[src/rtl/uart_pkg.sv]
// uart_pkg: shared FSM state encoding and MMIO register addresses for the UART TX path.
package uart_pkg;
  typedef enum logic [2:0] {IDLE, START, DATA, PARITY, STOP} uart_tx_state_e;
  localparam logic [31:0] UART_MMIO_WEA_ADDR = 32'hAAAAA004;
  localparam logic [31:0] UART_MMIO_DAT_ADDR = 32'hAAAAA008;
endpackage

[src/rtl/uart_tx_fifo.sv]
// uart_tx_fifo: synchronous byte FIFO; a push into a full FIFO is accepted only alongside a pop.
module uart_tx_fifo #(
  parameter int DEPTH = 8
) (
  input  logic                     clk,
  input  logic                     Rst_n,
  input  logic                     push,
  input  logic                     pop,
  input  logic [7:0]               din,
  output logic [7:0]               dout,
  output logic                     full,
  output logic                     empty,
  output logic [$clog2(DEPTH):0]   count
);
  localparam int AW = $clog2(DEPTH);
  logic [7:0]    mem_q [DEPTH];
  logic [AW-1:0] wr_q, wr_d, rd_q, rd_d;
  logic [AW:0]   count_q, count_d;
  logic          wr_en, rd_en;
  assign full  = count_q == (AW+1)'(DEPTH);
  assign empty = count_q == '0;
  assign dout  = mem_q[rd_q];
  assign count = count_q;
  always_comb begin
    rd_en   = pop & ~empty;
    wr_en   = push & (~full | rd_en);
    wr_d    = wr_q + AW'(wr_en);
    rd_d    = rd_q + AW'(rd_en);
    count_d = count_q + (AW+1)'(wr_en) - (AW+1)'(rd_en);
  end
  always_ff @(posedge clk or negedge Rst_n) begin
    if (!Rst_n) begin
      wr_q    <= '0;
      rd_q    <= '0;
      count_q <= '0;
    end else begin
      wr_q    <= wr_d;
      rd_q    <= rd_d;
      count_q <= count_d;
    end
  end
  always_ff @(posedge clk) begin
    if (wr_en) mem_q[wr_q] <= din;
  end
endmodule

[src/rtl/uart_mmio_tx.sv]
// uart_mmio_tx: MMIO-fed UART transmitter, byte FIFO plus 8N1 LSB-first serializer.
// Define UART_TX_PARITY_EN to insert an even-parity bit between data and stop (11-bit frame).
module uart_mmio_tx #(
  parameter int CLKS_PER_BIT = 868,
  parameter int FIFO_DEPTH   = 8
) (
  input  logic                          clk,
  input  logic                          Rst_n,
  input  logic                          mmio_wea,
  input  logic [31:0]                   mmio_dat,
  output logic                          tx,
  output logic                          tx_busy,
  output logic                          fifo_full,
  output logic [$clog2(FIFO_DEPTH):0]   fifo_count,
  output logic                          tx_overflow
);
  import uart_pkg::*;
  localparam int BW = $clog2(CLKS_PER_BIT);
`ifdef UART_TX_PARITY_EN
  localparam bit PAR_EN = 1'b1;
`else
  localparam bit PAR_EN = 1'b0;
`endif
  uart_tx_state_e state_q, state_d;
  logic [BW-1:0]  baud_q, baud_d;
  logic [2:0]     bit_q, bit_d;
  logic [7:0]     shift_q, shift_d, fifo_dout;
  logic           wea_q, tx_q, tx_d, ovf_q, ovf_d;
  logic           push, pop, bit_end, fifo_empty, unused_hi;
  assign unused_hi   = ^mmio_dat[31:8];
  assign tx          = tx_q;
  assign tx_busy     = state_q != IDLE;
  assign tx_overflow = ovf_q;
  uart_tx_fifo #(.DEPTH(FIFO_DEPTH)) u_fifo (
    .clk   (clk),
    .Rst_n (Rst_n),
    .push  (push),
    .pop   (pop),
    .din   (mmio_dat[7:0]),
    .dout  (fifo_dout),
    .full  (fifo_full),
    .empty (fifo_empty),
    .count (fifo_count)
  );
  // The shift register rotates rather than shifts, so after the last data bit it still
  // holds a permutation of the byte and its XOR is the even-parity bit.
  always_comb begin
    push    = mmio_wea & ~wea_q;
    pop     = (state_q == IDLE) & ~fifo_empty;
    ovf_d   = ovf_q | (push & fifo_full & ~pop);
    bit_end = baud_q == BW'(CLKS_PER_BIT - 1);
    baud_d  = (state_q == IDLE || bit_end) ? '0 : baud_q + BW'(1);
    state_d = state_q;
    bit_d   = bit_q;
    shift_d = shift_q;
    tx_d    = tx_q;
    case (state_q)
      IDLE: if (pop) begin
        shift_d = fifo_dout;
        tx_d    = 1'b0;
        state_d = START;
      end
      START: if (bit_end) begin
        tx_d    = shift_q[0];
        bit_d   = '0;
        state_d = DATA;
      end
      DATA: if (bit_end) begin
        if (bit_q == 3'd7) begin
          tx_d    = PAR_EN ? ^shift_q : 1'b1;
          state_d = PAR_EN ? PARITY : STOP;
        end else begin
          shift_d = {shift_q[0], shift_q[7:1]};
          tx_d    = shift_q[1];
          bit_d   = bit_q + 3'd1;
        end
      end
      PARITY: if (bit_end) begin
        tx_d    = 1'b1;
        state_d = STOP;
      end
      STOP: if (bit_end) state_d = IDLE;
      default: state_d = IDLE;
    endcase
  end
  always_ff @(posedge clk or negedge Rst_n) begin
    if (!Rst_n) begin
      state_q <= IDLE;
      baud_q  <= '0;
      bit_q   <= '0;
      shift_q <= '0;
      tx_q    <= 1'b1;
      ovf_q   <= 1'b0;
      wea_q   <= 1'b0;
    end else begin
      state_q <= state_d;
      baud_q  <= baud_d;
      bit_q   <= bit_d;
      shift_q <= shift_d;
      tx_q    <= tx_d;
      ovf_q   <= ovf_d;
      wea_q   <= mmio_wea;
    end
  end
endmodule
[config.mk]
export PLATFORM = sky130hd
export DESIGN_NAME = uart_mmio_tx
export DESIGN_NICKNAME = d
export VERILOG_FILES = /design/src/rtl/uart_pkg.sv /design/src/rtl/uart_tx_fifo.sv /design/src/rtl/uart_mmio_tx.sv
export SDC_FILE = /design/constraint.sdc
export NUM_CORES = 1
export LEC_CHECK = 0
export ABC_AREA = 1
export BUFFER_PORTS_ARGS = -buffer_cell sky130_fd_sc_hd__buf_2
export CORE_ASPECT_RATIO = 0.75
export CORE_MARGIN = 4
export CORE_UTILIZATION = 45
export CTS_CLUSTER_DIAMETER = 40
export DETAILED_ROUTE_END_ITERATION = 12
export PLACE_DENSITY_LB_ADDON = 0.15
export SLEW_MARGIN = 20
export SYNTH_ARGS = -nofsm -noshare
export SYNTH_HDL_FRONTEND = slang
export SYNTH_SLANG_ARGS = --single-unit
[constraint.sdc]
create_clock -name clk -period 4.2 [get_ports clk]
set_clock_uncertainty 0.15 [all_clocks]
set_input_delay 1.05 -clock clk [delete_from_list [all_inputs] [get_ports clk]]
set_output_delay 1.05 -clock clk [all_outputs]
set_load 0.05 [all_outputs]
==> results.cfg <==
[pwr]
p_leak_uw = 0.00207
p_int_uw = 2030
pwr_density_cell_nw_per_um2 = 692
sw_frac_of_total_pct = 40.1
p_seq_share_pct = 41.5
p_comb_share_pct = 36.5
ir_drop_mv = 0.536
clockPowerShare_pct = 22.0
p_switching_uw = 1360

[logic_synthesis]
synth_top_cells_by_count = nand2_1, nand3_1, edfxtp_1
yosys-top-cells-area = edfxtp_1, dfrtp_1, nand2_1, nand3_1, nor2_1
yosys.area.top_type = edfxtp_1
netlist-cell-type-count = 29
synth_top_area_share_pct = 43.3
synth_seq_cells = 101
synth_nets = 475
synthCells = 427
yosys_warnings = 0
synth-main-ff-cell = edfxtp_1
async_reset_ff_share_pct = 36.6
synth_edf_count = 64
syn_avg_cell_area_um2 = 10.4
ys_seq_area_share_pct = 64.2
synthesis.area_um2 = 4440
yosysMostFrequentCell = nand2_1

[global_routing]
grt_overflow_total = 0
grtUsageTotal_pct = 16.4
grt_pass1_vias = 2714
grt_max_degree = 38
antenna_found_initial = 0
grt_pass1_wl_um = 14100

[floorplanning]
dieArea_um2 = 11500
die_h_um = 94.0
num_rows = 31
initial_core_util_pct = 46.1
io_pins = 43
die_w_um = 123
coreArea_um2 = 9620

[clocking]
cts_buffers = 9
clk_latency_ps = 340
cts-resized-gates = 0
cts_sinks = 101
clk_pin_slew_ps = 70
cts_buffer_depth = 2
htreeDepth = 3
post_cts_buffers = 0
root_buffer = clkbuf_16
cts_tree = built
ctsHoldBuffers = 0

[min_path]
hp-class = flop to flop

[final_layout]
syn_to_final_growth_pct = 10.5
nNetsFinal = 492
final_layout_size_suffix_gt1_share_pct = 11.6
utilization_pct = 51.0
antenna_cells = 0

[critical_path]
endpoint_kind = primary output
cp.arrival_ps = 1660
worstSetupPathType = flop to primary output
setup.worst_path.start_class = flop
required_ps = 3000
worst-path-max-fanout = 3

[detailed_routing]
dr_total_vias = 2872
drc = 0
route.met2.wl_um = 3850
first_pass_iters = 4
top_layer_used = met4
viasPerCell = 4.94
routed_wl_um = 8670
wire_per_inst_um = 14.9
wl_met1_um = 4190
drtIter0Drc = 165
wl_met3_um = 527
ant_nets = 0

[timing]
tightest_slew_ps = 1010
relSlewSlack_pct = 32.5
setup_viol = 0
fmax_ghz = 0.350
grt_setup_unrepaired = false
period_share_pct = 68.0
holdWs_ps = 315
period_needed_ps = 2860
final.setup.tns_ps = 0
slew_violations = 0
hold_viol = 0

[status]
status = complete, no violations

[run]
maxCapViolations = 0

[placed_design]
io_buffers = 18
gp_congestion = 0.765
dp.final_hpwl_um = 5530
flip-flops by register name (all words and copies together), names as in the netlist:
| signal | flops |
|---|---|
| tx_overflow | 1 |
| bit_q | 3 |
| baud_q | 10 |
| u_fifo.rd_q | 3 |
| u_fifo.count | 4 |
| u_fifo.wr_q | 3 |
| u_fifo.mem_q | 64 |
| shift_q | 8 |
| state_q | 3 |
| wea_q | 1 |
| tx | 1 |
metal layers:
layer / up-vias / global-route usage, %
li1: 1451 / -
met1: 1346 / 25.0
met2: 66 / 23.3
met3: 9 / 3.49
met4: 0 / 4.85
met5: - / 0
worst max-delay path: stages, from the launching register on:
cell,delay [ps]
dfrtp_1,380
inv_1,100
ha_1,140
nor3b_1,350
buf_2,340
layout make-up:
class,instances,area [um2]
Sequential cell,101,2850
Fill cell,916,4720
Clock buffer,11,233
Inverter,30,113
Tap cell,132,165
Clock inverter,5,35.0
Multi-Input combinational cell,283,1410
Timing Repair Buffer,19,97.6
power by group through the flow:
stage	sequential, uW	combinational, uW	clock (uW)
after floorplan	1440	936	0
after global placement	1420	1230	0
after detailed placement	1420	1240	0
after CTS	1410	1250	765
after global routing	1430	1420	813
final	1410	1240	745
path summary, 6_finish.rpt:
path | start | to | slack [ps] | cells past startpoint
max in group asynchronous | Rst_n | state_q[0]$_DFFE_PN0P_ | 2720 | 1
min in group asynchronous | Rst_n | bit_q[0]$_DFFE_PN0P_ | 650 | 1
hold reg to reg | tx$_DFFE_PN1P_ | tx$_DFFE_PN1P_ | 310 | 2
setup reg to reg | u_fifo.count[2]$_DFF_PN0_ | u_fifo.mem_q[2][3]$_DFFE_PP_ | 1590 | 7
hold / removal | tx$_DFFE_PN1P_ | tx$_DFFE_PN1P_ | 310 | 2
setup / recovery | u_fifo.count[2]$_DFF_PN0_ | fifo_full | 1340 | 4
kinds of logic after synthesis:
family	Yosys count	synth area share (%)
simple gates	249	24.6
flops	101	64.2
buf+inv	43	4.00
fa+ha+maj	13	3.83
compound gates	12	1.55
xor+xnor	9	1.78
layout by cell type, fill, tap and decap left out, types with 6 or more instances in the layout:
| cell type | n |
|---|---|
| ha_1 | 12 |
| inv_1 | 24 |
| clkbuf_16 | 9 |
| edfxtp_1 | 64 |
| inv_2 | 6 |
| nor2_1 | 43 |
| buf_2 | 18 |
| dfrtp_1 | 36 |
| xor2_1 | 8 |
| nand2_1 | 121 |
| nand3_1 | 66 |
stage by stage:
stage | setup WS [ps] | instances | total power, uW | instance area [um2]
after CTS | 1330 | 581 | 3420 | 4900
after global placement | 1330 | 565 | 2650 | 4640
after global routing | 1230 | 581 | 3660 | 4900
after detailed placement | 1300 | 565 | 2670 | 4640
final | 1340 | 581 | 3390 | 4900
after floorplan | 755 | 427 | 2370 | 4440
(Power assumes the default switching activity.)
